**src/rtl/dice_pkg.sv**
```systemverilog
// dice_pkg: shared state encoding, face limits and face check for the dice turn controller
//   state_t   IDLE/ROLL/SETTLE/REPORT turn phases
//   FACE_W    width of a dice face
//   FACE_MIN  lowest legal face
//   FACE_MAX  highest legal face
//   face_bad  1 when a face lies outside FACE_MIN..FACE_MAX
package dice_pkg;
    typedef enum logic [1:0] {IDLE, ROLL, SETTLE, REPORT} state_t;
    localparam int FACE_W = 3;
    localparam logic [FACE_W-1:0] FACE_MIN = 3'd1;
    localparam logic [FACE_W-1:0] FACE_MAX = 3'd6;
    function automatic logic face_bad(input logic [FACE_W-1:0] v);
        return (v < FACE_MIN) || (v > FACE_MAX);
    endfunction
endpackage

```
**src/rtl/dice_turn_ctrl_if.sv**
```systemverilog
// dice_turn_ctrl_if: button, dice-roller and result signals of the dice turn controller
//   req            player button levels          (into controller)
//   dice_throw     registered face from roller   (into controller)
//   dice_button    roll-enable to roller         (from controller)
//   grant          one-hot current owner         (from controller)
//   busy           controller not idle           (from controller)
//   result_*       reported turn outcome         (from controller)
//   master: controller side; slave: board/roller side
interface dice_turn_ctrl_if #(
    parameter int N_PLAYERS = 4
);
    localparam int PW = $clog2(N_PLAYERS);
    logic [N_PLAYERS-1:0]         req;
    logic [dice_pkg::FACE_W-1:0]  dice_throw;
    logic                         dice_button;
    logic [N_PLAYERS-1:0]         grant;
    logic                         busy;
    logic                         result_valid;
    logic [PW-1:0]                result_player;
    logic [dice_pkg::FACE_W-1:0]  result_value;
    logic                         result_err;
    logic                         result_tmo;
    modport master (
        input  req, dice_throw,
        output dice_button, grant, busy, result_valid, result_player,
               result_value, result_err, result_tmo
    );
    modport slave (
        output req, dice_throw,
        input  dice_button, grant, busy, result_valid, result_player,
               result_value, result_err, result_tmo
    );
endinterface

```
**src/rtl/dice_turn_ctrl_rr_arbiter.sv**
```systemverilog
// rr_arbiter: picks the first eligible player at or after ptr, wrapping round
//   eligible  in   N_PLAYERS        players that may be granted
//   ptr       in   clog2(N_PLAYERS) highest-priority player index
//   gnt       out  N_PLAYERS        one-hot winner, 0 when none eligible
//   idx       out  clog2(N_PLAYERS) winner index
//   any       out  1                some player eligible
module rr_arbiter #(
    parameter int N_PLAYERS = 4
) (
    input  logic [N_PLAYERS-1:0]         eligible,
    input  logic [$clog2(N_PLAYERS)-1:0] ptr,
    output logic [N_PLAYERS-1:0]         gnt,
    output logic [$clog2(N_PLAYERS)-1:0] idx,
    output logic                         any
);
    localparam int PW = $clog2(N_PLAYERS);
    assign any = |eligible;
    // Scan from the farthest offset down so the nearest eligible player is written last and wins.
    always_comb begin
        gnt = '0;
        idx = '0;
        for (int k = N_PLAYERS - 1; k >= 0; k--) begin
            if (eligible[(int'(ptr) + k) % N_PLAYERS]) begin
                gnt = '0;
                gnt[(int'(ptr) + k) % N_PLAYERS] = 1'b1;
                idx = PW'((int'(ptr) + k) % N_PLAYERS);
            end
        end
    end
endmodule

```
**src/rtl/dice_turn_ctrl.sv**
```systemverilog
// dice_turn_ctrl: round-robin turn controller sharing one dice roller between player buttons
//   clk   in  clock
//   rst   in  asynchronous active-high reset
//   bus   dice_turn_ctrl_if.master: req/dice_throw in; dice_button, grant, busy, result_* out
//   Optional DICE_BONUS_SIX_EN: a clean 6 gives the same player another roll straight away.
module dice_turn_ctrl
    import dice_pkg::*;
#(
    parameter int N_PLAYERS       = 4,
    parameter int MIN_ROLL_CYCLES = 8,
    parameter int MAX_ROLL_CYCLES = 255
) (
    input logic              clk,
    input logic              rst,
    dice_turn_ctrl_if.master bus
);
    localparam int PW = $clog2(N_PLAYERS);
    localparam int CW = $clog2(MAX_ROLL_CYCLES + 1);

    state_t                state_q, state_d;
    logic [N_PLAYERS-1:0]  armed_q, armed_d;
    logic [N_PLAYERS-1:0]  grant_q, grant_d;
    logic [PW-1:0]         rr_ptr_q, rr_ptr_d;
    logic [PW-1:0]         g_idx_q, g_idx_d;
    logic [CW-1:0]         roll_cnt_q, roll_cnt_d;
    logic                  tmo_q, tmo_d;
    logic                  dice_button_q, dice_button_d;
    logic                  busy_q, busy_d;
    logic                  rv_q, rv_d;
    logic [PW-1:0]         rp_q, rp_d;
    logic [FACE_W-1:0]     rval_q, rval_d;
    logic                  rerr_q, rerr_d;
    logic                  rtmo_q, rtmo_d;

    logic [N_PLAYERS-1:0]  eligible, arb_gnt;
    logic [PW-1:0]         arb_idx, g_next;
    logic                  arb_any, min_ok, at_max, rel_exit, roll_done, bonus;

    assign eligible  = bus.req & armed_q;
    assign min_ok    = roll_cnt_q >= CW'(MIN_ROLL_CYCLES);
    assign at_max    = roll_cnt_q == CW'(MAX_ROLL_CYCLES);
    assign rel_exit  = min_ok && !bus.req[g_idx_q];
    assign roll_done = rel_exit || at_max;
    assign g_next    = (g_idx_q == PW'(N_PLAYERS - 1)) ? '0 : g_idx_q + 1'b1;
`ifdef DICE_BONUS_SIX_EN
    assign bonus = (rval_q == FACE_MAX) && !rerr_q && !rtmo_q;
`else
    assign bonus = 1'b0;
`endif

    rr_arbiter #(.N_PLAYERS(N_PLAYERS)) u_arb (
        .eligible (eligible),
        .ptr      (rr_ptr_q),
        .gnt      (arb_gnt),
        .idx      (arb_idx),
        .any      (arb_any)
    );

    always_ff @(posedge clk or posedge rst) begin
        if (rst) begin
            state_q       <= IDLE;
            armed_q       <= '0;
            grant_q       <= '0;
            rr_ptr_q      <= '0;
            g_idx_q       <= '0;
            roll_cnt_q    <= '0;
            tmo_q         <= 1'b0;
            dice_button_q <= 1'b0;
            busy_q        <= 1'b0;
            rv_q          <= 1'b0;
            rp_q          <= '0;
            rval_q        <= '0;
            rerr_q        <= 1'b0;
            rtmo_q        <= 1'b0;
        end else begin
            state_q       <= state_d;
            armed_q       <= armed_d;
            grant_q       <= grant_d;
            rr_ptr_q      <= rr_ptr_d;
            g_idx_q       <= g_idx_d;
            roll_cnt_q    <= roll_cnt_d;
            tmo_q         <= tmo_d;
            dice_button_q <= dice_button_d;
            busy_q        <= busy_d;
            rv_q          <= rv_d;
            rp_q          <= rp_d;
            rval_q        <= rval_d;
            rerr_q        <= rerr_d;
            rtmo_q        <= rtmo_d;
        end
    end

    always_comb begin
        state_d = state_q;
        case (state_q)
            IDLE:    state_d = arb_any ? ROLL : IDLE;
            ROLL:    state_d = roll_done ? SETTLE : ROLL;
            SETTLE:  state_d = REPORT;
            REPORT:  state_d = bonus ? ROLL : IDLE;
            default: state_d = IDLE;
        endcase
    end

    always_comb begin
        // A released button re-arms its player; the grant below disarms the winner.
        armed_d       = armed_q | ~bus.req;
        grant_d       = grant_q;
        rr_ptr_d      = rr_ptr_q;
        g_idx_d       = g_idx_q;
        roll_cnt_d    = roll_cnt_q;
        tmo_d         = tmo_q;
        rv_d          = 1'b0;
        rp_d          = rp_q;
        rval_d        = rval_q;
        rerr_d        = rerr_q;
        rtmo_d        = rtmo_q;
        dice_button_d = state_d == ROLL;
        busy_d        = state_d != IDLE;
        case (state_q)
            IDLE: if (arb_any) begin
                grant_d    = arb_gnt;
                g_idx_d    = arb_idx;
                armed_d    = (armed_q | ~bus.req) & ~arb_gnt;
                roll_cnt_d = CW'(1);
                tmo_d      = 1'b0;
            end
            ROLL: begin
                roll_cnt_d = (roll_done || at_max) ? roll_cnt_q : roll_cnt_q + 1'b1;
                tmo_d      = roll_done ? !rel_exit : tmo_q;
            end
            SETTLE: begin
                rv_d   = 1'b1;
                rp_d   = g_idx_q;
                rval_d = bus.dice_throw;
                rerr_d = face_bad(bus.dice_throw);
                rtmo_d = tmo_q;
            end
            REPORT: if (bonus) begin
                roll_cnt_d = CW'(1);
                tmo_d      = 1'b0;
            end else begin
                grant_d  = '0;
                rr_ptr_d = g_next;
            end
            default: ;
        endcase
    end

    assign bus.dice_button   = dice_button_q;
    assign bus.grant         = grant_q;
    assign bus.busy          = busy_q;
    assign bus.result_valid  = rv_q;
    assign bus.result_player = rp_q;
    assign bus.result_value  = rval_q;
    assign bus.result_err    = rerr_q;
    assign bus.result_tmo    = rtmo_q;
endmodule

```
**src/flat_wrapper.sv**
```systemverilog
// flat-port wrapper written by rule: the top's interface ports become plain ports
module dice_turn_ctrl_flat import dice_pkg::*;
#(
    parameter int N_PLAYERS       = 4,
    parameter int MIN_ROLL_CYCLES = 8,
    parameter int MAX_ROLL_CYCLES = 255
)
  (clk, rst, bus_req, bus_dice_throw, bus_dice_button, bus_grant, bus_busy, bus_result_valid, bus_result_player, bus_result_value, bus_result_err, bus_result_tmo);
  dice_turn_ctrl_if #(.N_PLAYERS(N_PLAYERS)) bus_i ();
  input logic clk;
  input logic rst;
  input wire logic [$bits(bus_i.req)-1:0] bus_req;
  input wire logic [$bits(bus_i.dice_throw)-1:0] bus_dice_throw;
  output wire logic [$bits(bus_i.dice_button)-1:0] bus_dice_button;
  output wire logic [$bits(bus_i.grant)-1:0] bus_grant;
  output wire logic [$bits(bus_i.busy)-1:0] bus_busy;
  output wire logic [$bits(bus_i.result_valid)-1:0] bus_result_valid;
  output wire logic [$bits(bus_i.result_player)-1:0] bus_result_player;
  output wire logic [$bits(bus_i.result_value)-1:0] bus_result_value;
  output wire logic [$bits(bus_i.result_err)-1:0] bus_result_err;
  output wire logic [$bits(bus_i.result_tmo)-1:0] bus_result_tmo;
  assign bus_i.req = bus_req;
  assign bus_i.dice_throw = bus_dice_throw;
  assign bus_dice_button = bus_i.dice_button;
  assign bus_grant = bus_i.grant;
  assign bus_busy = bus_i.busy;
  assign bus_result_valid = bus_i.result_valid;
  assign bus_result_player = bus_i.result_player;
  assign bus_result_value = bus_i.result_value;
  assign bus_result_err = bus_i.result_err;
  assign bus_result_tmo = bus_i.result_tmo;
  dice_turn_ctrl #(.N_PLAYERS(N_PLAYERS), .MIN_ROLL_CYCLES(MIN_ROLL_CYCLES), .MAX_ROLL_CYCLES(MAX_ROLL_CYCLES)) u_core (.clk(clk), .rst(rst), .bus(bus_i));
endmodule
```
**config.mk**
```make
export PLATFORM = sky130hd
export DESIGN_NAME = dice_turn_ctrl_flat
export DESIGN_NICKNAME = d
export VERILOG_FILES = /design/src/rtl/dice_pkg.sv /design/src/rtl/dice_turn_ctrl_if.sv /design/src/rtl/dice_turn_ctrl_rr_arbiter.sv /design/src/rtl/dice_turn_ctrl.sv /design/src/flat_wrapper.sv
export SDC_FILE = /design/constraint.sdc
export NUM_CORES = 1
export LEC_CHECK = 0
export CORE_AREA = 8 8 92 94
export DETAILED_ROUTE_END_ITERATION = 12
export DIE_AREA = 0 0 100 102
export GPL_ROUTABILITY_DRIVEN = 0
export PLACE_DENSITY_LB_ADDON = 0.2
export SLEW_MARGIN = 20
export SYNTH_ARGS = -nofsm -noshare
export SYNTH_HDL_FRONTEND = slang
export SYNTH_SLANG_ARGS = --single-unit
```
**constraint.sdc**
```tcl
create_clock -name clk -period 3 [get_ports clk]
set_clock_uncertainty 0.15 [all_clocks]
set_input_delay 0.6 -clock clk [delete_from_list [all_inputs] [get_ports clk]]
set_output_delay 0.6 -clock clk [all_outputs]
set_load 0.005 [all_outputs]
```
======== Word-level counts from Yosys, hierarchy flattened ========
Index checks and enable logic that the tools add are counted.
word-level totals
  register bits ........................... 33
  input port bits ......................... 9
  output and inout bits ................... 14
  word-level logic and storage cells ...... 114
cells by class
  add/sub/neg operators ................... 5
  magnitude comparators ................... 12
  equal/unequal tests ..................... 9
  multiplexer cells ....................... 44
  bitwise operators ....................... 8
  reduce and logical (&&, ||, !) cells .... 22
operator list
  kind                   number
  $mux W4                7
  $mux W1                16
  $mux W8                2
  $pmux W8 S2            1
  $lt A3 B4 Y1 const B   3
  $mux W2                6
  $bmux W1 S2            5
  $ge A3 B1 Y1 const B   3
  $add A8 B1 Y8 const B  1
  $and A4 B4 Y4          2
  $demux W1 S2           4
  $eq A8 B8 Y1 const B   1
  $ge A8 B4 Y1 const B   1
  $not A4 Y4             2
  $pmux W2 S4            1
  $pmux W4 S2            1
  $eq A2 B2 Y1 const B   3
  $lt A2 B3 Y1 const B   2
  $reduce_and A3 Y1      2
  $reduce_bool A2 Y1     3
  $reduce_or A2 Y1       3
  $logic_and A1 B1 Y1    5
  $add A2 B1 Y2 const B  2
  $add A2 B2 Y2 const B  2
  other kinds (14)       22

======== Logic depth before layout (Yosys ltp) ========
  depth in word-level cells ............... 15
  mapped depth ............................ 8
  gate-level depth less buffers ........... 7

======== Modules after synthesis ========
A second synthesis with hierarchy kept.
second synthesis, totals
  cell total of the unflattened synthesis .. 214
  area, all modules ....................... 2095.8 um^2
modules (own cells, without submodules)
  module          instances  cells each  area an instance (um^2)  seq. area each (um^2)
  dice_turn_ctrl  1          147         1565.3                   825.8
  rr_arbiter      1          67          530.5                    0.0

======== Worst setup path before layout ========
Ideal clock, no wire load.
  path type ............................... in2reg
  from .................................... input port bus_req[1]
  to ...................................... register u_core.grant_q[1] (netlist: u_core.bus.grant[1])
  library setup time ...................... 0.126 ns
  data arrival time ....................... 1.796 ns
  data required time ...................... 2.724 ns
  slack ................................... 0.928 ns
  cell stages on the path ................. 5
  path buffers ............................ 0
  path through ............................ and2_1 -> mux4_2 -> nand2_1 -> nand2_1 -> o311a_1
on the way
  cells in the longest elaborated chain, start to end .. 10
  elaborated cells between the ends (all ways) .. 21
  those cells by class .................... eq/ne: 1; mux: 17; bitwise: 1; reduce/logical: 2
RTL lines
  element                                     RTL line                         text
  from (decl)                                 flat_wrapper.sv:12               input wire logic [$bits(bus_i.req)-1:0] bus_req;
  $and A4 B4 Y4 *                             dice_turn_ctrl.sv:39             assign eligible = bus.req & armed_q;
  $bmux W1 S2                                 dice_turn_ctrl_rr_arbiter.sv:23  if (eligible[(int'(ptr) + k) % N_PLAYERS]) begin
  $mux W1 (implied by the code) (2 in a row)  dice_turn_ctrl_rr_arbiter.sv:23
  $mux W4 (4 in a row)                        dice_turn_ctrl_rr_arbiter.sv:23
  $mux W4                                     dice_turn_ctrl.sv:120            IDLE: if (arb_any) begin
  $pmux W4 S2                                 dice_turn_ctrl.sv:119            case (state_q)
  to (signal assigned)                        dice_turn_ctrl.sv:78             grant_q <= grant_d;
  to (decl)                                   dice_turn_ctrl.sv:22             logic [N_PLAYERS-1:0] grant_q, grant_d;
Mark *: on every way between the ends. The rest lies on a longest branch, timed or not. The select of a mux whose other input is x is not followed.
A chain may end at the register's enable or synchronous reset.

======== Final worst setup path ========
  from .................................... input port bus_req[1]
  to ...................................... register u_core.grant_q[0] (netlist: u_core.bus.grant[0])
Same word-level chain as after synthesis.

==> results.py <==
metrics = {
    "logic_synthesis": {
        "netlist_instances": 215,
        "ys_warn_count": 0,
        "syn_area_per_cell_um2": 9.399,
        "synth_top_area_share_pct": 40.87,
        "ys_ff_latch": 33,
        "synth.cells.most_frequent": "nand2_1, dfrtp_1, inv_1",
        "synth_seq_area_share_pct": 40.87,
        "yosysTopAreaCell": "dfrtp_1",
        "synth_nets": 231,
        "synthArstFlopShare_pct": 100.0,
        "yosysMostFrequentCell": "nand2_1",
        "synth_area_mm2": 0.002021,
        "synth_edf_count": 0,
        "synthTopCellsByArea": "dfrtp_1, nand2_1, mux4_2",
        "synth_cell_types": 52,
        "ys_dominant_reg_cell": "dfrtp_1",
    },
    "power": {
        "leakagePower_nw": 1.100,
        "clockPowerShare_pct": 14.5,
        "seqPwrFrac_pct": 32.3,
        "p_sw_mw": 1.058,
        "peakVddDrop_v": 0.0002944,
        "powerDensity_mw_per_mm2": 977.4,
        "swShare_pct": 44.12,
        "comb_power_share_pct": 53.2,
        "intPower_mw": 1.340,
    },
    "placed_design": {
        "dp_hpwl_um": 3526,
        "io_buffers": 22,
        "placed_area_mm2": 0.002367,
    },
    "cells_and_area": {
        "layout-drive-gt1-share_pct": 13.11,
        "diodes": 0,
        "fill_cells": 751,
        "multiInputGateArea_mm2": 0.001105,
        "area_growth_pct": 21.42,
        "num-nets-final": 259,
        "register_area_um2": 825.8,
        "finish.instance_area_mm2": 0.002454,
    },
    "drt": {
        "drc": 0,
        "drtIter0Drc": 45,
        "postRouteAntennaNets": 0,
        "via_per_inst": 4.796,
        "vias": 1645,
        "wirelength_um": 5090,
        "first_pass_iters": 4,
        "drt-wirelength-per-cell_um": 14.84,
    },
    "critical_path": {
        "end_kind": "flop",
        "path_cells": "clkdlybuf4s50_1 -> nand2_2 -> mux4_2 -> o21a_1 -> or2_1 -> o311a_1",
        "slowest_delay_ns": 0.63,
        "crit_path_start": "bus_req[1]",
        "rr_worst_depth": 7,
        "cp-start-kind": "primary input",
        "required_ns": 3.03,
        "cp_max_fo": 10,
        "slowest_stage": "mux4_2",
        "reg2reg_from": "u_core.rr_ptr_q[0]",
        "critPathKind": "in -> reg",
        "arrival_ns": 2.60,
    },
    "floorplan": {
        "core_mm2": 0.007059,
        "io_pins": 23,
        "dieArea_mm2": 0.01020,
        "row_count": 31,
        "die_w_um": 100,
        "initial_core_util_pct": 28.62,
        "fp.dieH_um": 102,
    },
    "timing": {
        "tns_ns": 0,
        "hold_viol_final": 0,
        "finalCritPeriodShare_pct": 85.79,
        "worst_pin_slew_ns": 0.4499,
        "rsz0062_at_grt": "no",
        "max_freq_mhz": 388.5,
        "setup_viol": 0,
        "maxSlewViolCount": 0,
        "period_needed_ns": 2.574,
        "slew_headroom_pct": 69.23,
    },
    "hold_path": {
        "hp-start": "u_core.bus.result_value[2]",
        "min_path_type": "reg -> reg",
        "min_path_cells": 2,
    },
    "global_route": {
        "grt_usage_pct": 10.54,
        "grt_pass1_vias": 1620,
        "grt-ovfl-total": 0,
        "grt_max_degree": 34,
        "grt_pass1_wl_um": 8500,
        "antenna_found_initial": 0,
    },
    "clocking": {
        "postCtsSetupBuffers": 0,
        "clock_latency_ns": 0.29,
        "cts_max_level": 2,
        "clkSlewWorstSetupHoldPaths_ns": 0.08,
        "cts_buffers": 5,
        "ctsResizeCount": 0,
        "postCtsHoldBufs": 0,
        "cts_sinks": 33,
        "root_buffer": "clkbuf_8",
        "tritoncts": "built",
        "clock_path_buffers": 2,
    },
    "run_status": {
        "outcome": "finished clean",
    },
    "flow_run": {
        "drv_cap": 0,
    },
}
-- metal layers --
layer / track usage, % / vias to the layer above / part of all wire [%]
met5: 0 / - / 0
met4: 2.558 / 0 / 0.59
met3: 2.793 / 4 / 4.7
met2: 16.83 / 48 / 47
met1: 13.82 / 782 / 48
li1: - / 811 / -
-- worst max-delay path, delay by kind of cell --
kind | cells | cell delay (ns)
multiplexers | 1 | 0.63
buffers and inverters | 1 | 0.60
AND/OR/NAND/NOR | 2 | 0.39
AO/OA/AOI/OAI | 2 | 0.37
-- layout make-up --
class	count	share of cell area, %
repair buffers	27	10.50
flip-flops and latches	33	33.66
clock inverters	3	0.7139
well taps	99	5.048
clock buffers	5	2.805
multi-input cells	162	45.03
inverters	14	2.244
-- worst paths after layout --
path,end,slack (ns)
max,u_core.bus.grant[0],0.43
min,u_core.bus.result_value[2],0.33
max reg2reg,u_core.bus.grant[2],0.57
min reg2reg,u_core.bus.result_value[2],0.33
max in group asynchronous,u_core.roll_cnt_q[5],1.81
min in group asynchronous,u_core.bus.dice_button,0.56
-- kinds of logic (layout without fill, tap and decap cells) --
family	count (synthesis)	after routing	share of synthesized area, %
buffers and inverters	20	49	4.458
muxes	10	10	7.492
AOI/OAI and AO/OA	45	45	18.70
adders and majority gates	7	7	4.334
xor gates and xnor gates	4	4	1.734
and+or+nand+nor	96	96	22.41
DFF	33	33	40.87
-- flip-flops by register name, summed over array words and instances (netlist names) --
name,cells
u_core.roll_cnt_q,8
u_core.armed_q,4
u_core.bus.grant,4
u_core.bus.result_value,3
u_core.bus.result_player,2
u_core.g_idx_q,2
u_core.rr_ptr_q,2
u_core.state_q,2
u_core.bus.busy,1
u_core.bus.dice_button,1
u_core.bus.result_err,1
u_core.bus.result_tmo,1
u_core.bus.result_valid,1
u_core.tmo_q,1
-- cell usage in the layout (no fill, tap or decap), drive strengths merged, types with 5 or more instances in the layout --
cell type       n
nand2          55
clkbuf          5
dfrtp          33
ha              7
buf             5
and2           10
inv            13
clkdlybuf4s50  22
o21ai          12
a21oi           8
nor2           10
mux2i           5
-- power groups by stage --
stage | sequential [mW] | combinational [mW] | clock (mW)
floorplan | 0.721 | 0.928 | 0
global placement | 0.784 | 1.28 | 0
detailed placement | 0.787 | 1.27 | 0
CTS | 0.778 | 1.28 | 0.360
global route | 0.802 | 1.43 | 0.383
finish | 0.775 | 1.27 | 0.349
-- stage by stage --
| step | hold WS, ns | power (mW) | setup slack [ns] | instances | util [%] |
|---|---|---|---|---|---|
| floorplan | 0.2891 | 1.649 | 0.9278 | 215 | - |
| finish | 0.3330 | 2.398 | 0.4262 | 343 | 34.76 |
| CTS | 0.3416 | 2.421 | 0.4526 | 343 | 34.76 |
| global route | 0.3714 | 2.612 | 0.3786 | 343 | 34.76 |
| detailed placement | 0.3220 | 2.056 | 0.1548 | 335 | 33.53 |
| global placement | 0.3075 | 2.060 | 0.1609 | 335 | 33.53 |
Power figures use the tool's default switching activity.
